### src/rtl/alu_pkg.sv
`default_nettype none
// ============================================================================
// Module   : alu_pkg
// Purpose  : Shared definitions for the alu_arbiter slice.
//            Contains the ALU opcode encodings, the FSM state encoding and
//            the response-owner encoding.
// Revision : 1.0 - initial release
// ============================================================================
package alu_pkg;

    // ALU opcode encodings
    localparam logic [3:0] OP_AND = 4'b0000;
    localparam logic [3:0] OP_OR  = 4'b0001;
    localparam logic [3:0] OP_ADD = 4'b0010;
    localparam logic [3:0] OP_XOR = 4'b0011;
    localparam logic [3:0] OP_SUB = 4'b0110;
    localparam logic [3:0] OP_SLT = 4'b0111;
    localparam logic [3:0] OP_NOR = 4'b1100;

    // Controller FSM states
    typedef enum logic [1:0] {
        S_IDLE = 2'd0,
        S_EXEC = 2'd1,
        S_RESP = 2'd2
    } state_t;

    // Which requester owns the in-flight op, also used as the RR pointer
    typedef enum logic {
        OWNER_A = 1'b0,
        OWNER_B = 1'b1
    } owner_t;

endpackage
`default_nettype wire

### src/rtl/alu_core.sv
`default_nettype none
// ============================================================================
// Module   : alu_core
// Purpose  : Purely combinational WIDTH-bit ALU (and/or/add/sub/slt/nor/xor).
//            Unknown opcodes yield zero. ADD/SUB wrap, carry-out discarded.
// Ports    : i_op  [OP_W]  opcode
//            i_x   [WIDTH] first operand
//            i_y   [WIDTH] second operand
//            o_z   [WIDTH] result
//            o_ovf [1]     signed overflow of ADD/SUB (ALU_OVERFLOW_EN only)
// Config   : `define ALU_OVERFLOW_EN adds the o_ovf output.
// Revision : 1.0 - initial release
// ============================================================================
module alu_core
    import alu_pkg::*;
#(
    parameter int WIDTH = 32,
    parameter int OP_W  = 4
) (
    input  logic [OP_W-1:0]  i_op,
    input  logic [WIDTH-1:0] i_x,
    input  logic [WIDTH-1:0] i_y,
`ifdef ALU_OVERFLOW_EN
    output logic             o_ovf,
`endif
    output logic [WIDTH-1:0] o_z
);

    logic [WIDTH-1:0] w_sum;
    logic [WIDTH-1:0] w_diff;
    logic             w_slt;

    assign w_sum  = i_x + i_y;
    assign w_diff = i_x - i_y;
    assign w_slt  = $signed(i_x) < $signed(i_y);

    always_comb begin
        o_z = '0;
        case (i_op)
            OP_W'(OP_AND): o_z = i_x & i_y;
            OP_W'(OP_OR):  o_z = i_x | i_y;
            OP_W'(OP_ADD): o_z = w_sum;
            OP_W'(OP_SUB): o_z = w_diff;
            OP_W'(OP_SLT): o_z = {{(WIDTH-1){1'b0}}, w_slt};
            OP_W'(OP_NOR): o_z = ~(i_x | i_y);
            OP_W'(OP_XOR): o_z = i_x ^ i_y;
            default:       o_z = '0;
        endcase
    end

`ifdef ALU_OVERFLOW_EN
    // Signed overflow: operands' signs (y inverted for SUB) agree, result differs
    always_comb begin
        o_ovf = 1'b0;
        if (i_op == OP_W'(OP_ADD)) begin
            o_ovf = (i_x[WIDTH-1] == i_y[WIDTH-1]) && (w_sum[WIDTH-1] != i_x[WIDTH-1]);
        end else if (i_op == OP_W'(OP_SUB)) begin
            o_ovf = (i_x[WIDTH-1] != i_y[WIDTH-1]) && (w_diff[WIDTH-1] != i_x[WIDTH-1]);
        end
    end
`endif

endmodule
`default_nettype wire

### src/rtl/alu_arbiter.sv
`default_nettype none
// ============================================================================
// Module   : alu_arbiter
// Purpose  : Shares one combinational ALU between requesters A and B with a
//            round-robin grant, valid/ready request and response handshakes,
//            and registered operands/result. One op in flight at a time.
// Ports    : clk, rst                  clock, synchronous active-high reset
//            {a,b}_req_valid/ready     request handshake
//            {a,b}_req_op/x/y          opcode and operands
//            {a,b}_rsp_valid/ready     response handshake
//            {a,b}_rsp_z               result (shared result register)
//            {a,b}_rsp_ovf             signed ADD/SUB overflow (ALU_OVERFLOW_EN)
//            busy                      controller not idle
// Config   : `define ALU_OVERFLOW_EN adds the *_rsp_ovf outputs.
// Revision : 1.0 - initial release
// ============================================================================
module alu_arbiter
    import alu_pkg::*;
#(
    parameter int WIDTH = 32,
    parameter int OP_W  = 4
) (
    input  logic             clk,
    input  logic             rst,
    input  logic             a_req_valid,
    output logic             a_req_ready,
    input  logic [OP_W-1:0]  a_req_op,
    input  logic [WIDTH-1:0] a_req_x,
    input  logic [WIDTH-1:0] a_req_y,
    output logic             a_rsp_valid,
    input  logic             a_rsp_ready,
    output logic [WIDTH-1:0] a_rsp_z,
    input  logic             b_req_valid,
    output logic             b_req_ready,
    input  logic [OP_W-1:0]  b_req_op,
    input  logic [WIDTH-1:0] b_req_x,
    input  logic [WIDTH-1:0] b_req_y,
    output logic             b_rsp_valid,
    input  logic             b_rsp_ready,
    output logic [WIDTH-1:0] b_rsp_z,
`ifdef ALU_OVERFLOW_EN
    output logic             a_rsp_ovf,
    output logic             b_rsp_ovf,
`endif
    output logic             busy
);

    state_t           state_q, state_d;
    owner_t           ptr_q,   ptr_d;
    owner_t           owner_q, owner_d;
    logic [OP_W-1:0]  op_q,    op_d;
    logic [WIDTH-1:0] x_q,     x_d;
    logic [WIDTH-1:0] y_q,     y_d;
    logic [WIDTH-1:0] z_q,     z_d;
    logic [WIDTH-1:0] w_alu_z;
    logic             w_grant_b;
    logic             w_rsp_done;

`ifdef ALU_OVERFLOW_EN
    logic ovf_q, ovf_d;
    logic w_alu_ovf;
`endif

    alu_core #(
        .WIDTH (WIDTH),
        .OP_W  (OP_W)
    ) u_alu_core (
        .i_op  (op_q),
        .i_x   (x_q),
        .i_y   (y_q),
`ifdef ALU_OVERFLOW_EN
        .o_ovf (w_alu_ovf),
`endif
        .o_z   (w_alu_z)
    );

    // B wins if it is the only requester, or on contention when the pointer is B
    assign w_grant_b  = b_req_valid && (!a_req_valid || (ptr_q == OWNER_B));
    assign w_rsp_done = (owner_q == OWNER_A) ? a_rsp_ready : b_rsp_ready;

    always_comb begin
        state_d     = state_q;
        ptr_d       = ptr_q;
        owner_d     = owner_q;
        op_d        = op_q;
        x_d         = x_q;
        y_d         = y_q;
        z_d         = z_q;
`ifdef ALU_OVERFLOW_EN
        ovf_d       = ovf_q;
`endif
        a_req_ready = 1'b0;
        b_req_ready = 1'b0;
        a_rsp_valid = 1'b0;
        b_rsp_valid = 1'b0;

        case (state_q)
            S_IDLE: begin
                // Handshakes are masked while rst is high since they would be discarded
                a_req_ready = !rst && a_req_valid && !w_grant_b;
                b_req_ready = !rst && w_grant_b;
                if (a_req_ready) begin
                    owner_d = OWNER_A;
                    ptr_d   = OWNER_B;
                    op_d    = a_req_op;
                    x_d     = a_req_x;
                    y_d     = a_req_y;
                    state_d = S_EXEC;
                end else if (b_req_ready) begin
                    owner_d = OWNER_B;
                    ptr_d   = OWNER_A;
                    op_d    = b_req_op;
                    x_d     = b_req_x;
                    y_d     = b_req_y;
                    state_d = S_EXEC;
                end
            end
            S_EXEC: begin
                z_d     = w_alu_z;
`ifdef ALU_OVERFLOW_EN
                ovf_d   = w_alu_ovf;
`endif
                state_d = S_RESP;
            end
            S_RESP: begin
                a_rsp_valid = !rst && (owner_q == OWNER_A);
                b_rsp_valid = !rst && (owner_q == OWNER_B);
                // Only the owner's rsp_ready can close the response
                if (w_rsp_done) begin
                    state_d = S_IDLE;
                end
            end
            default: begin
                state_d = S_IDLE;
            end
        endcase
    end

    always_ff @(posedge clk) begin
        if (rst) begin
            state_q <= S_IDLE;
            ptr_q   <= OWNER_A;
            owner_q <= OWNER_A;
            op_q    <= '0;
            x_q     <= '0;
            y_q     <= '0;
            z_q     <= '0;
`ifdef ALU_OVERFLOW_EN
            ovf_q   <= 1'b0;
`endif
        end else begin
            state_q <= state_d;
            ptr_q   <= ptr_d;
            owner_q <= owner_d;
            op_q    <= op_d;
            x_q     <= x_d;
            y_q     <= y_d;
            z_q     <= z_d;
`ifdef ALU_OVERFLOW_EN
            ovf_q   <= ovf_d;
`endif
        end
    end

    assign a_rsp_z = z_q;
    assign b_rsp_z = z_q;
    assign busy    = (state_q != S_IDLE);

`ifdef ALU_OVERFLOW_EN
    assign a_rsp_ovf = ovf_q;
    assign b_rsp_ovf = ovf_q;
`endif

endmodule
`default_nettype wire

### config.mk
export PLATFORM = sky130hd
export DESIGN_NAME = alu_arbiter
export DESIGN_NICKNAME = d
export VERILOG_FILES = /design/src/rtl/alu_pkg.sv /design/src/rtl/alu_core.sv /design/src/rtl/alu_arbiter.sv
export SDC_FILE = /design/constraint.sdc
export NUM_CORES = 1
export LEC_CHECK = 0
export ABC_CLOCK_PERIOD_IN_PS = 3200
export BUFFER_PORTS_ARGS = -buffer_cell sky130_fd_sc_hd__buf_2
export CAP_MARGIN = 20
export CORE_ASPECT_RATIO = 2
export CORE_MARGIN = 2
export CORE_UTILIZATION = 25
export CTS_BUF_LIST = sky130_fd_sc_hd__clkbuf_2
export DETAILED_ROUTE_END_ITERATION = 7
export HOLD_SLACK_MARGIN = 0.15
export PLACE_DENSITY = 0.44
export SLEW_MARGIN = 20
export SYNTH_ARGS = -nofsm -noshare
export SYNTH_HDL_FRONTEND = slang
export SYNTH_SLANG_ARGS = --single-unit
### constraint.sdc
create_clock -name clk -period 3.2 [get_ports clk]
set_input_delay 0.16 -clock clk [delete_from_list [all_inputs] [get_ports clk]]
set_output_delay 0.16 -clock clk [all_outputs]
set_load 0.02 [all_outputs]
# ---- Word-level counts from Yosys, hierarchy flattened
# Cells that the tools add are included.
dict set report word_totals {
  register_bits 104
  latchBits 0
  mem_bits_rw 0
  mem_bits_ro 0
  inputBits 142
  out_inout_bits 69
  elab_cells 61
  mem_count 0
}
dict set report classes {
  addsub 2
  multipliers 0
  div 0
  magnitude_cmp 1
  n_eq_ne 10
  n_shift 0
  n_mux 20
  bitwise 5
  reduce_logical 16
}
# cell count
set ops {}
lappend ops {{$pmux 32 s7} 1}
lappend ops {{$mux 32} 4}
lappend ops {{$add 32x32->32} 1}
lappend ops {{$and 32x32->32} 1}
lappend ops {{$lt 32x32->1} 1}
lappend ops {{$not 32->32} 1}
lappend ops {{$or 32x32->32} 1}
lappend ops {{$sub 32x32->32} 1}
lappend ops {{$xor 32x32->32} 1}
lappend ops {{$mux 1} 9}
lappend ops {{$eq 4x2->1 const B} 2}
lappend ops {{$eq 4x3->1 const B} 2}
lappend ops {{$mux 4} 2}
lappend ops {{$logic_and 1x1->1} 6}
lappend ops {{$mux 2} 3}
lappend ops {{$pmux 2 s3} 1}
lappend ops {{$eq 4x1->1 const B} 1}
lappend ops {{$eq 4x4->1 const B} 1}
lappend ops {{$logic_not 4->1} 1}
lappend ops {{$reduce_and 2->1} 2}
lappend ops {{$reduce_bool 2->1} 2}
lappend ops {{$logic_not 1->1} 3}
lappend ops {{$ne 3x3->1 const B} 1}
lappend ops {{$eq 2x1->1 const B} 1}
lappend ops {{other kinds (5)} 5}

# ---- Depth between registers and ports, before layout
dict set report logic_depth {
  word_depth 7
  ltp_mapped 13
  depth_no_buf 13
}

# ---- Modules after synthesis
# A second synthesis with hierarchy kept.
dict set report unflattened {
  hier_cells 1429
  hier_area_um2 10632.7
}
# module instances cells_per_inst area_each_um2 seq_area_each_um2
set by_module_without_submodules {}
lappend by_module_without_submodules {alu_core 1 813 5441.5 0.0}
lappend by_module_without_submodules {alu_arbiter 1 616 5191.2 2082.0}

# ---- Worst setup path after synthesis
# Ideal clock, no wire load.
dict set report synth_path {
  path_type {register to register}
  startpoint {reg y_q[0]}
  endpoint {reg z_q[30], in the netlist a_rsp_z[30]}
  setup_time_ns 0.133
  t_arrival_ns 2.692
  t_required_ns 3.067
  path_slack_ns 0.376
  stages_incl_launch_ff 14
  path_buffers 0
  period_less_slack_ns 2.824
  path_cell_list {dfxtp_1 ha_1 inv_1 fa_1 nor2b_1 o211ai_1 a211o_1 a21oi_2 o21ba_2 a21boi_2 o32ai_2 xor2_1 a221oi_1 a211oi_2}
}
dict set report synth_between {
  elab_chain_cells 2
  word_cells_on_any_way 3
  classes_between {add/sub (2); mux (1)}
}
# item line_no
set synth_rtl {}
lappend synth_rtl {{start: declaration} alu_arbiter.sv:53} ;# logic [WIDTH-1:0] y_q, y_d;
lappend synth_rtl {{start signal: assignment} alu_arbiter.sv:157} ;# y_q <= y_d;
lappend synth_rtl {{$sub 32x32->32 or $add 32x32->32 (tied branches)} {alu_core.sv:34, alu_core.sv:33}}
lappend synth_rtl {{$pmux 32 s7 *} alu_core.sv:39} ;# case (i_op)
lappend synth_rtl {{end signal: assignment} alu_arbiter.sv:158} ;# z_q <= z_d;
lappend synth_rtl {{end: declaration} alu_arbiter.sv:54} ;# logic [WIDTH-1:0] z_q, z_d;
# Mark *: on every way between the ends. The rest lies on a longest branch, timed or not.
# A chain may end at the register's enable or synchronous reset.

# ---- Final worst setup path
dict set report layout_path {
  startpoint {reg y_q[0]}
  endpoint {reg z_q[28], in the netlist a_rsp_z[28]}
}
# The elaborated chain is that of the path after synthesis.

==> flow_metrics.env <==
export IMPL_status="finished clean"
export IMPL_synth_seq_area_share=0.2157
export IMPL_fin_area_um2=14320
export IMPL_grt_antenna_before_repair=2
export IMPL_drc=0
export IMPL_crit_required_ps=3940
export IMPL_peakVddDrop_uv=226.8
export IMPL_syn_nets=1540
export IMPL_r2r_end="a_rsp_z[28]"
export IMPL_core_um2=38040
export IMPL_place_detailed_hpwl_mm=32.45
export IMPL_critical_path_class="flip-flop to flip-flop"
export IMPL_cts_made_buffers=9
export IMPL_ys_warnings_count=0
export IMPL_grt_pass1_wl_mm=65.49
export IMPL_dieArea_um2=40290
export IMPL_period_minus_slack_ps=3116
export IMPL_cts_root_buf="clkbuf_2"
export IMPL_synthArstFlopShare=0
export IMPL_cp_max_fo=4
export IMPL_worstPathArrival_ps=3860
export IMPL_worstHoldEndpoint="state_q[0]"
export IMPL_p_sw_frac=0.4511
export IMPL_maxSlewHeadroom=0.4579
export IMPL_avgViaCountPerCell=4.966
export IMPL_row_count=101
export IMPL_num_nets_final=1985
export IMPL_hp_class="input port to flip-flop"
export IMPL_synth_most_common_cell="nor2_1"
export IMPL_grt_total_usage=0.2164
export IMPL_ys_seq_elements=104
export IMPL_fp_dieW_um=142.9
export IMPL_skew_ps=61.71
export IMPL_die_y_um=281.9
export IMPL_hold_viol=0
export IMPL_first_global_vias=11780
export IMPL_endpoint_kind="flip-flop"
export IMPL_placed_area_um2=11600
export IMPL_cts_reportedPaths_clkPinSlew_ps=340
export IMPL_grt_start_max_net_pins=55
export IMPL_p_seq_frac=0.284
export IMPL_p_leak_uw=0.006058
export IMPL_fmax_mhz=320.9
export IMPL_clock_sinks=104
export IMPL_antenna_left=0
export IMPL_p_switching_uw=2454
export IMPL_cap_violations=0
export IMPL_drive_above_1_share=0.2436
export IMPL_synth_edf_count=0
export IMPL_p_clk_frac=0.119
export IMPL_synthDistinctLibCells=92
export IMPL_power_total_uw=5439
export IMPL_wire_per_inst_um=19.27
export IMPL_first_iter_violations=407
export IMPL_p_int_uw=2986
export IMPL_holdWs_ps=243.8
export IMPL_multi_input_area_um2=6842
export IMPL_synth_top_area_cell="dfxtp_1"
export IMPL_r2r_start="y_q[0]"
export IMPL_portBuffers=210
export IMPL_cts_max_level=3
export IMPL_cts_tree="done"
export IMPL_areaGrowthSynthToFinish_pct=48.35
export IMPL_clock_latency_ps=800
export IMPL_combPwrFrac=0.598
export IMPL_num_vias=11250
export IMPL_synth_common_cells="nor2_1 (138), nand2_1 (125), a21oi_1 (123)"
export IMPL_finalCritPeriodShare=0.9737
export IMPL_finalSetupViolations=0
export IMPL_ff2ff_setup_slack_ps=80
export IMPL_routed_wirelength_mm=43.66
export IMPL_avgSynthCellArea_um2=7.429
export IMPL_synth_area_leaders="dfxtp_1 (22%), ha_1 (13%), a21oi_1 (6.4%)"
export IMPL_gp_congestion=0.9211
export IMPL_synth_top_area_frac=0.2157
export IMPL_overflow=0
export IMPL_synth_area_um2=9651
export IMPL_p_per_area_nw_per_um2=379.9
export IMPL_synthFlopType="dfxtp_1"
export IMPL_n_fill_cell=3988
export IMPL_rsz0062_at_grt="true"
export IMPL_start_kind="flip-flop"
export IMPL_ff_latch_area_um2=2096
export IMPL_final_max_slew_viol_count=0
export IMPL_firstDrtPassIters=5
export IMPL_syn_inst=1299
export IMPL_reg2reg_depth=13
export IMPL_min_delay_path_depth=6
export IMPL_start_util=0.2537
export IMPL_ios=211
export IMPL_cts_max_path_buffers=2
export IMPL_timing_worst_slew_pin_value_ps=810.1
export IMPL_hold_path_startpoint="a_req_valid"
-- placed cells by master, fill, tap and decap left out, types with 6 or more instances in the layout --
cell type and n:
dfxtp_1 97, o211ai_1 22, clkbuf_2 12, o2111ai_1 10
nand2_1 125, nor2b_1 7, ha_1 83, dlygate4sd3_1 234
mux2i_1 47, a22oi_1 29, nand3_1 21, a31oi_1 11
inv_1 100, a21oi_2 7, a211oi_1 49, buf_2 210
o21ai_0 54, or3_1 10, buf_4 108, a221oi_1 21
o21bai_1 16, nor3_1 21, nor2_1 134, a21oi_1 120
ha_2 10, nand4_1 7, a21o_1 15, o21a_1 10
a221o_1 6
-- worst max-delay path, cell delays in order, from the launching register on --
cell and delay (ps):
dfxtp_4 450, ha_4 130, inv_1 60, fa_2 420
nor2b_2 140, o211ai_1 190, a211o_2 440, a21oi_2 180
o21ba_4 190, nor3b_4 280, o211ai_1 140, xnor2_1 160
nand2_1 80, a221oi_2 200
-- stage by stage --
stage	worst slack, ps	utilization	cells	TNS [ps]
after floorplan	375.6	-	1299	0
after global routing	-48.20	0.3764	2266	-94.24
after CTS	-14.02	0.3695	2261	-14.02
final	84.03	0.3764	2266	0
after global placement	-14.75	0.3049	2011	-27.18
after detailed placement	-33.46	0.3049	2011	-38.70
-- power by group through the flow --
stage | registers (uW) | clock network [uW] | logic [uW]
after floorplan | 1550 | 0 | 1690
after global placement | 1560 | 0 | 2770
after detailed placement | 1570 | 0 | 2780
after CTS | 1550 | 687 | 3120
after global routing | 1570 | 723 | 3540
final | 1540 | 645 | 3250
-- kinds of logic after synthesis --
logic type | Yosys count | synth area share
xor+xnor | 8 | 0.007260
flops | 104 | 0.2157
compound gates | 439 | 0.3154
buf+inv | 223 | 0.1035
fa+ha+maj | 99 | 0.1299
mux | 49 | 0.05147
simple gates | 377 | 0.1767
-- repair_timing --
item / in CTS / in global routing
endpoints found under the hold margin: 91 / 0
setup endpoints to repair: 9 / 17
buffers inserted: 0 / 4
hold buffers: 234 / 0
resized for setup: 7 / 54
pin swaps: 0 / 22
gates cloned: 0 / 0
-- layer usage --
metal / vias up / part of all wire / wire [um] / global-route usage
li1: 5509 / - / - / -
met1: 5361 / 0.37 / 16310 / 0.2211
met2: 289 / 0.54 / 23660 / 0.4137
met3: 95 / 0.031 / 1368 / 0.02429
met4: 0 / 0.053 / 2320 / 0.1277
met5: - / 0 / 0 / 0
-- worst max-delay path by stage --
| stage | from | endpoint | cells after the start |
|---|---|---|---|
| finish | y_q[0] | a_rsp_z[28] | 13 |
| floorplan | y_q[0] | a_rsp_z[30] | 13 |
| detailed placement | x_q[0] | a_rsp_z[20] | 15 |
| global placement | x_q[0] | a_rsp_z[20] | 15 |
| global route | y_q[0] | a_rsp_z[24] | 14 |
| CTS | y_q[0] | a_rsp_z[18] | 13 |
-- registers in the layout (all words and copies together) (netlist names) --
signal / flops
a_rsp_z: 32
op_q: 4
owner_q: 1
ptr_q: 1
state_q: 2
x_q: 32
y_q: 32
-- final cells by class --
type | count | share of cell area
Inverter | 102 | 0.02674
Clock buffer | 12 | 0.004195
Clock inverter | 4 | 0.002185
Sequential cell | 104 | 0.1464
Timing Repair Buffer | 555 | 0.2972
Multi-Input combinational cell | 972 | 0.4779
Antenna cell | 2 | 0.0003496
Tap cell | 515 | 0.04501
Note: power is estimated with default switching activity, not from simulation.
